**src/rtl/lms_adapt_ctrl.sv**
```systemverilog
// LMS adaptation controller: sequences coefficient init, schedules mu (acquisition/tracking),
// strobes coefficient updates and tracks lock from a windowed sum of |e|.
module lms_adapt_ctrl #(
    parameter int              NBe        = 9,
    parameter int              NBmu       = 8,
    parameter logic [NBmu-1:0] MU_ACQ     = 8'h10,
    parameter logic [NBmu-1:0] MU_TRK     = 8'h04,
    parameter int              ACQ_LEN    = 600,
    parameter int              UPD_DIV    = 2,
    parameter int              WIN_LOG2   = 6,
    parameter int              LOCK_THR   = 256,
    parameter int              UNLOCK_THR = 1024,
    localparam int             EPW        = NBe - 1 + WIN_LOG2
) (
    input  logic                  clkA,
    input  logic                  reset,
    input  logic                  start,
    input  logic                  stop,
    input  logic                  freeze,
    input  logic signed [NBe-1:0] e,
    input  logic                  e_valid,
    output logic [NBmu-1:0]       mu,
    output logic                  upd_en,
    output logic                  coeff_init,
    output logic [1:0]            state,
    output logic                  locked,
    output logic [EPW-1:0]        err_pow
);

    localparam int AW = $clog2(ACQ_LEN + 1);
    localparam int DW = $clog2(UPD_DIV + 1);
    localparam logic [NBe-1:0] E_MIN    = {1'b1, {(NBe-1){1'b0}}};
    localparam logic [EPW-1:0] LOCK_T   = EPW'(LOCK_THR);
    localparam logic [EPW-1:0] UNLOCK_T = EPW'(UNLOCK_THR);

    typedef enum logic [1:0] {
        S_IDLE  = 2'd0,
        S_INIT  = 2'd1,
        S_ACQ   = 2'd2,
        S_TRACK = 2'd3
    } state_t;

    state_t            state_q, state_d;
    logic [NBmu-1:0]   mu_q, mu_d;
    logic              upd_q, upd_d;
    logic              cinit_q, cinit_d;
    logic              locked_q, locked_d;
    logic [EPW-1:0]    errpow_q, errpow_d;
    logic [EPW-1:0]    acc_q, acc_d;
    logic [AW-1:0]     acq_q, acq_d;
    logic [WIN_LOG2-1:0] win_q, win_d;
    logic [DW-1:0]     div_q, div_d;

    logic [NBe-2:0]    mag;
    logic [EPW-1:0]    sum;
    logic              smp;
    logic              win_end;

    always_ff @(posedge clkA or negedge reset) begin
        if (!reset) begin
            state_q  <= S_IDLE;
            mu_q     <= '0;
            upd_q    <= 1'b0;
            cinit_q  <= 1'b0;
            locked_q <= 1'b0;
            errpow_q <= '0;
            acc_q    <= '0;
            acq_q    <= '0;
            win_q    <= '0;
            div_q    <= '0;
        end else begin
            state_q  <= state_d;
            mu_q     <= mu_d;
            upd_q    <= upd_d;
            cinit_q  <= cinit_d;
            locked_q <= locked_d;
            errpow_q <= errpow_d;
            acc_q    <= acc_d;
            acq_q    <= acq_d;
            win_q    <= win_d;
            div_q    <= div_d;
        end
    end

    always_comb begin
        // Most-negative e has no positive twin; clamp to the largest magnitude.
        if (e == E_MIN)       mag = '1;
        else if (e[NBe-1])    mag = (NBe-1)'(-e);
        else                  mag = e[NBe-2:0];
        sum     = acc_q + EPW'(mag);
        smp     = e_valid && (state_q == S_ACQ || state_q == S_TRACK);
        win_end = smp && (win_q == '1);

        state_d  = state_q;
        upd_d    = 1'b0;
        locked_d = locked_q;
        errpow_d = errpow_q;
        acc_d    = acc_q;
        acq_d    = acq_q;
        win_d    = win_q;
        div_d    = div_q;

        if (start) begin
            state_d  = S_INIT;
            locked_d = 1'b0;
        end else if (stop) begin
            state_d  = S_IDLE;
            locked_d = 1'b0;
        end else if (state_q == S_INIT) begin
            state_d  = S_ACQ;
            acq_d    = '0;
            acc_d    = '0;
            win_d    = '0;
            div_d    = '0;
            locked_d = 1'b0;
        end else if (smp) begin
            if (div_q == DW'(UPD_DIV - 1)) begin
                div_d = '0;
                upd_d = !freeze;
            end else begin
                div_d = div_q + 1'b1;
            end

            if (win_end) begin
                errpow_d = sum;
                acc_d    = '0;
                win_d    = '0;
                if (sum <= LOCK_T)       locked_d = 1'b1;
                else if (sum > UNLOCK_T) locked_d = 1'b0;
            end else begin
                acc_d = sum;
                win_d = win_q + 1'b1;
            end

            if (state_q == S_ACQ && !freeze) begin
                if (acq_q == AW'(ACQ_LEN - 1)) begin
                    state_d = S_TRACK;
                    acq_d   = '0;
                end else begin
                    acq_d = acq_q + 1'b1;
                end
            end else if (state_q == S_TRACK && win_end && sum > UNLOCK_T && !freeze) begin
                state_d = S_ACQ;
                acq_d   = '0;
            end
        end

        cinit_d = (state_d == S_INIT);
        case (state_d)
            S_ACQ:   mu_d = MU_ACQ;
            S_TRACK: mu_d = MU_TRK;
            default: mu_d = '0;
        endcase
    end

    assign state      = state_q;
    assign mu         = mu_q;
    assign upd_en     = upd_q;
    assign coeff_init = cinit_q;
    assign locked     = locked_q;
    assign err_pow    = errpow_q;

endmodule

```
**config.mk**
```make
export PLATFORM = sky130hd
export DESIGN_NAME = lms_adapt_ctrl
export DESIGN_NICKNAME = d
export VERILOG_FILES = /design/src/rtl/lms_adapt_ctrl.sv
export SDC_FILE = /design/constraint.sdc
export NUM_CORES = 1
export LEC_CHECK = 0
export ABC_AREA = 0
export CAP_MARGIN = 20
export CORE_UTILIZATION = 42
export CTS_BUF_LIST = sky130_fd_sc_hd__clkbuf_4
export CTS_CLUSTER_DIAMETER = 40
export DETAILED_ROUTE_END_ITERATION = 6
export HOLD_SLACK_MARGIN = 0.03
export SYNTH_ARGS = -nofsm -noshare
export SYNTH_HDL_FRONTEND = slang
export SYNTH_SLANG_ARGS = --single-unit
```
**constraint.sdc**
```tcl
create_clock -name clkA -period 5.3 [get_ports clkA]
set_input_delay 0.795 -clock clkA [delete_from_list [all_inputs] [get_ports clkA]]
set_output_delay 0.795 -clock clkA [all_outputs]
set_load 0.03 [all_outputs]
```
==> results.json <==
{
  "outcome": "completed",
  "n_antenna_cell": 0,
  "finalCriticalPeriod_ns": 4.602,
  "via_count": 3034,
  "die-area_mm2": 0.008650,
  "core_mm2": 0.007888,
  "finalMaxSlewViolations": 0,
  "leakage_nw": 1.691,
  "clkLatencyLatePin_ns": 0.38,
  "powerDensity_mw_per_mm2": 224.8,
  "yosysSeqAreaShare_pct": 38.13,
  "slowest_delay_ns": 0.47,
  "die_w_um": 93.01,
  "seq_power_share_pct": 51.4,
  "cts_resized": 0,
  "synth.area.top_cells": "dfrtp_1 38%, nand2_1 8.1%, o21ai_0 4.7%",
  "hold-worst-slack_ns": 0.4406,
  "rows": 32,
  "hp-class": "flip-flop to flip-flop",
  "timing.rr.start": "acc_q[4]$_DFFE_PN0P_",
  "drive_gt1_share_pct": 5.747,
  "grt_max_degree": 54,
  "finalHoldViolCount": 0,
  "rsz0062_at_grt": "false",
  "route.final.wire_length_um": 8425,
  "setup_tns_ns": 0,
  "yosysTopAreaCell": "dfrtp_1",
  "cts_tree": "yes",
  "switchingPower_w": 0.0003100,
  "die_y_um": 93.01,
  "root_buffer": "clkbuf_4",
  "switching_share_pct": 35.14,
  "antenna_found_initial": 0,
  "reg2regPathDepth": 8,
  "ant_nets": 0,
  "area_delta_synth_final_pct": 12.84,
  "grt_pass1_wl_um": 14760,
  "clock_path_buffers": 2,
  "internal_power_w": 0.0005722,
  "gp_congestion": 0.8530,
  "worstPathRequired_ns": 5.61,
  "viasPerCell": 5.650,
  "clkSinkCount": 53,
  "power_frac_comb_pct": 26.6,
  "layout.cells.non_filler": 537,
  "grt_pass1_vias": 2937,
  "gr-total-overflow": 0,
  "fin_crit_sh_pct": 86.83,
  "whs_endpoint": "upd_en$_DFF_PN0_",
  "nFillCells": 777,
  "worst_pin_slew_ns": 0.8880,
  "first_pass_iters": 4,
  "drc": 0,
  "cts_setup_buffers": 0,
  "synthCells": 407,
  "drt_iter0_markers": 147,
  "max_cap_violations": 0,
  "nNetsFinal": 461,
  "netlist_area_mm2": 0.003478,
  "synth_cell_type_count": 65,
  "crit_path_cell_trace": "clkdlybuf4s50_1 > inv_1 > ha_1 > nand2_1 > nor3_1 > nand3_1 > nand2_1 > ha_1 > inv_1 > fa_1 > nand2b_1 > a21oi_2 > o21ai_0 > a2111o_1 > o32ai_4 > a41oi_2 > a21oi_1",
  "ir_worst_vdd_mv": 0.1264,
  "synth-async-reset-ratio_pct": 100.0,
  "path_clk_slew_ns": 0.16,
  "cp-start-kind": "input pin",
  "power.share.clock_pct": 22.0,
  "place_hpwl_um": 6191,
  "hold-path-cell-count": 1,
  "final_area_mm2": 0.003925,
  "finClkSkew_ns": 0.009167,
  "reg2reg_slack_ns": 2.15,
  "ys_ff_latch": 53,
  "dp_cells": 529,
  "worstReg2RegEnd": "acq_q[9]$_DFFE_PN0P_",
  "ios": 42,
  "postSynthAreaPerCell_um2": 8.546,
  "cp_slowest_cell": "a2111o_1",
  "placed_area_mm2": 0.003866,
  "cp_data_arrival_time_ns": 4.91,
  "numPortBuffers": 35,
  "endpoint_kind": "flip-flop",
  "synth-edff-count": 0,
  "htreeDepth": 2,
  "netlist.area_leader.share_pct": 38.13,
  "grt_util_all_layers_pct": 21.65,
  "postCtsHoldBufs": 0,
  "setup_violations": 0,
  "routedWlPerCell_um": 15.69,
  "fmax_ghz": 0.2173,
  "worstPathMaxFanout": 6,
  "relSlewSlack_pct": 40.58,
  "initial_core_util_pct": 44.10,
  "synthFlopType": "dfrtp_1",
  "cts_buffers": 5,
  "path_class": "input pin to flip-flop",
  "worstHoldStart": "div_q[1]$_DFFE_PN0P_",
  "synth_warnings": 0
}
[metrics by stage]
step	utilization [%]	worst slack, ns	power [W]
after global placement	49.02	0.5010	0.0006922
final	49.76	0.6981	0.0008822
after detailed placement	49.02	0.3182	0.0006943
after global routing	49.76	0.3184	0.0009384
after CTS	49.76	0.7384	0.0008880
after floorplan	-	1.258	0.0006261
[cells by family after synthesis]
| group | synth area share, % |
|---|---|
| compound gates | 24.03 |
| xor+xnor | 3.777 |
| fa+ha+maj | 4.532 |
| buf+inv | 4.172 |
| flops | 38.13 |
| mux | 0.2878 |
| other cells | 0.1078 |
| simple gates | 24.96 |
[layer usage]
layer	track usage [%]	share of wire, %	wire length (um)	up-vias
met5	0	0	0	-
met2	32.72	44	3666	70
met4	5.641	0.72	61	0
li1	-	-	-	1507
met1	32.11	51	4329	1452
met3	3.333	4.4	367	5
[placed cells by master, fill, tap and decap left out, types with 2 or more instances in the layout]
| cell | count |
|---|---|
| conb_1 | 6 |
| a31oi_1 | 6 |
| nand4_1 | 2 |
| nor2b_1 | 8 |
| nand2_1 | 75 |
| inv_1 | 7 |
| o22ai_1 | 2 |
| o21ai_0 | 33 |
| a22o_1 | 7 |
| o41ai_1 | 2 |
| a41oi_1 | 2 |
| xnor2_1 | 7 |
| ha_1 | 11 |
| o21a_1 | 2 |
| clkbuf_4 | 5 |
| clkdlybuf4s50_1 | 34 |
| buf_4 | 2 |
| nor2_1 | 26 |
| nor4_1 | 2 |
| nand2b_1 | 10 |
| or3_1 | 3 |
| a21oi_1 | 26 |
| and2_1 | 5 |
| xor2_1 | 8 |
| dfrtp_1 | 53 |
| a21boi_0 | 3 |
| o31ai_1 | 2 |
| nand3_1 | 16 |
| nand3b_1 | 3 |
| and3_1 | 10 |
| nor3_1 | 7 |
| a21o_1 | 8 |
| o211ai_1 | 4 |
| a211oi_1 | 5 |
| o211a_1 | 2 |
[cells in the mapped netlist, types with 8 or more instances]
cell,count
nand2_1,75
dfrtp_1,53
o21ai_0,33
a21oi_1,26
nor2_1,26
nand3_1,16
ha_1,11
and3_1,10
nand2b_1,10
clkbuf_1,9
a21o_1,8
nor2b_1,8
xor2_1,8
[how the worst max path moves through the flow]
| stage | from | end | depth (start not counted) | slack [ns] |
|---|---|---|---|---|
| final | e[0] | acq_q[9]$_DFFE_PN0P_ | 17 | 0.70 |
| after global routing | e[1] | acq_q[9]$_DFFE_PN0P_ | 17 | 0.32 |
| after CTS | e[0] | acq_q[9]$_DFFE_PN0P_ | 17 | 0.74 |
| after detailed placement | e[0] | acq_q[9]$_DFFE_PN0P_ | 17 | 0.32 |
| after global placement | e[0] | acq_q[7]$_DFFE_PN0P_ | 17 | 0.50 |
| after floorplan | e[0] | acq_q[4]$_DFFE_PN0P_ | 16 | 1.26 |
[flip-flops by register name (all words and copies together), names as in the netlist]
| signal | flops |
|---|---|
| acc_q | 14 |
| win_q | 6 |
| coeff_init | 1 |
| upd_en | 1 |
| mu | 2 |
| err_pow | 14 |
| state | 2 |
| locked | 1 |
| div_q | 2 |
| acq_q | 10 |
[layout make-up]
cell class	count	area [um2]	share of cell area, %
clock buffers	5	37.54	0.9563
inverters	7	26.28	0.6694
well taps	102	127.6	3.252
repair buffers	37	360.3	9.181
multi-input cells	330	2026	51.61
flip-flops and latches	53	1326	33.79
clock inverters	3	21.27	0.5419
[critical path: cells and delay by family]
kind / cells / cell delay (ns)
compound gates: 6 / 1.74
simple gates: 5 / 1.01
fa+ha+maj: 3 / 0.75
buf+inv: 3 / 0.60
[power by group through the flow]
| stage | clock (W) | sequential [W] | combinational, W |
|---|---|---|---|
| after floorplan | 0 | 0.000455 | 0.000171 |
| after detailed placement | 0 | 0.000460 | 0.000234 |
| after global placement | 0 | 0.000459 | 0.000233 |
| after CTS | 0.000201 | 0.000453 | 0.000235 |
| after global routing | 0.000217 | 0.000458 | 0.000263 |
| final | 0.000194 | 0.000454 | 0.000234 |
(Power assumes the default switching activity.)
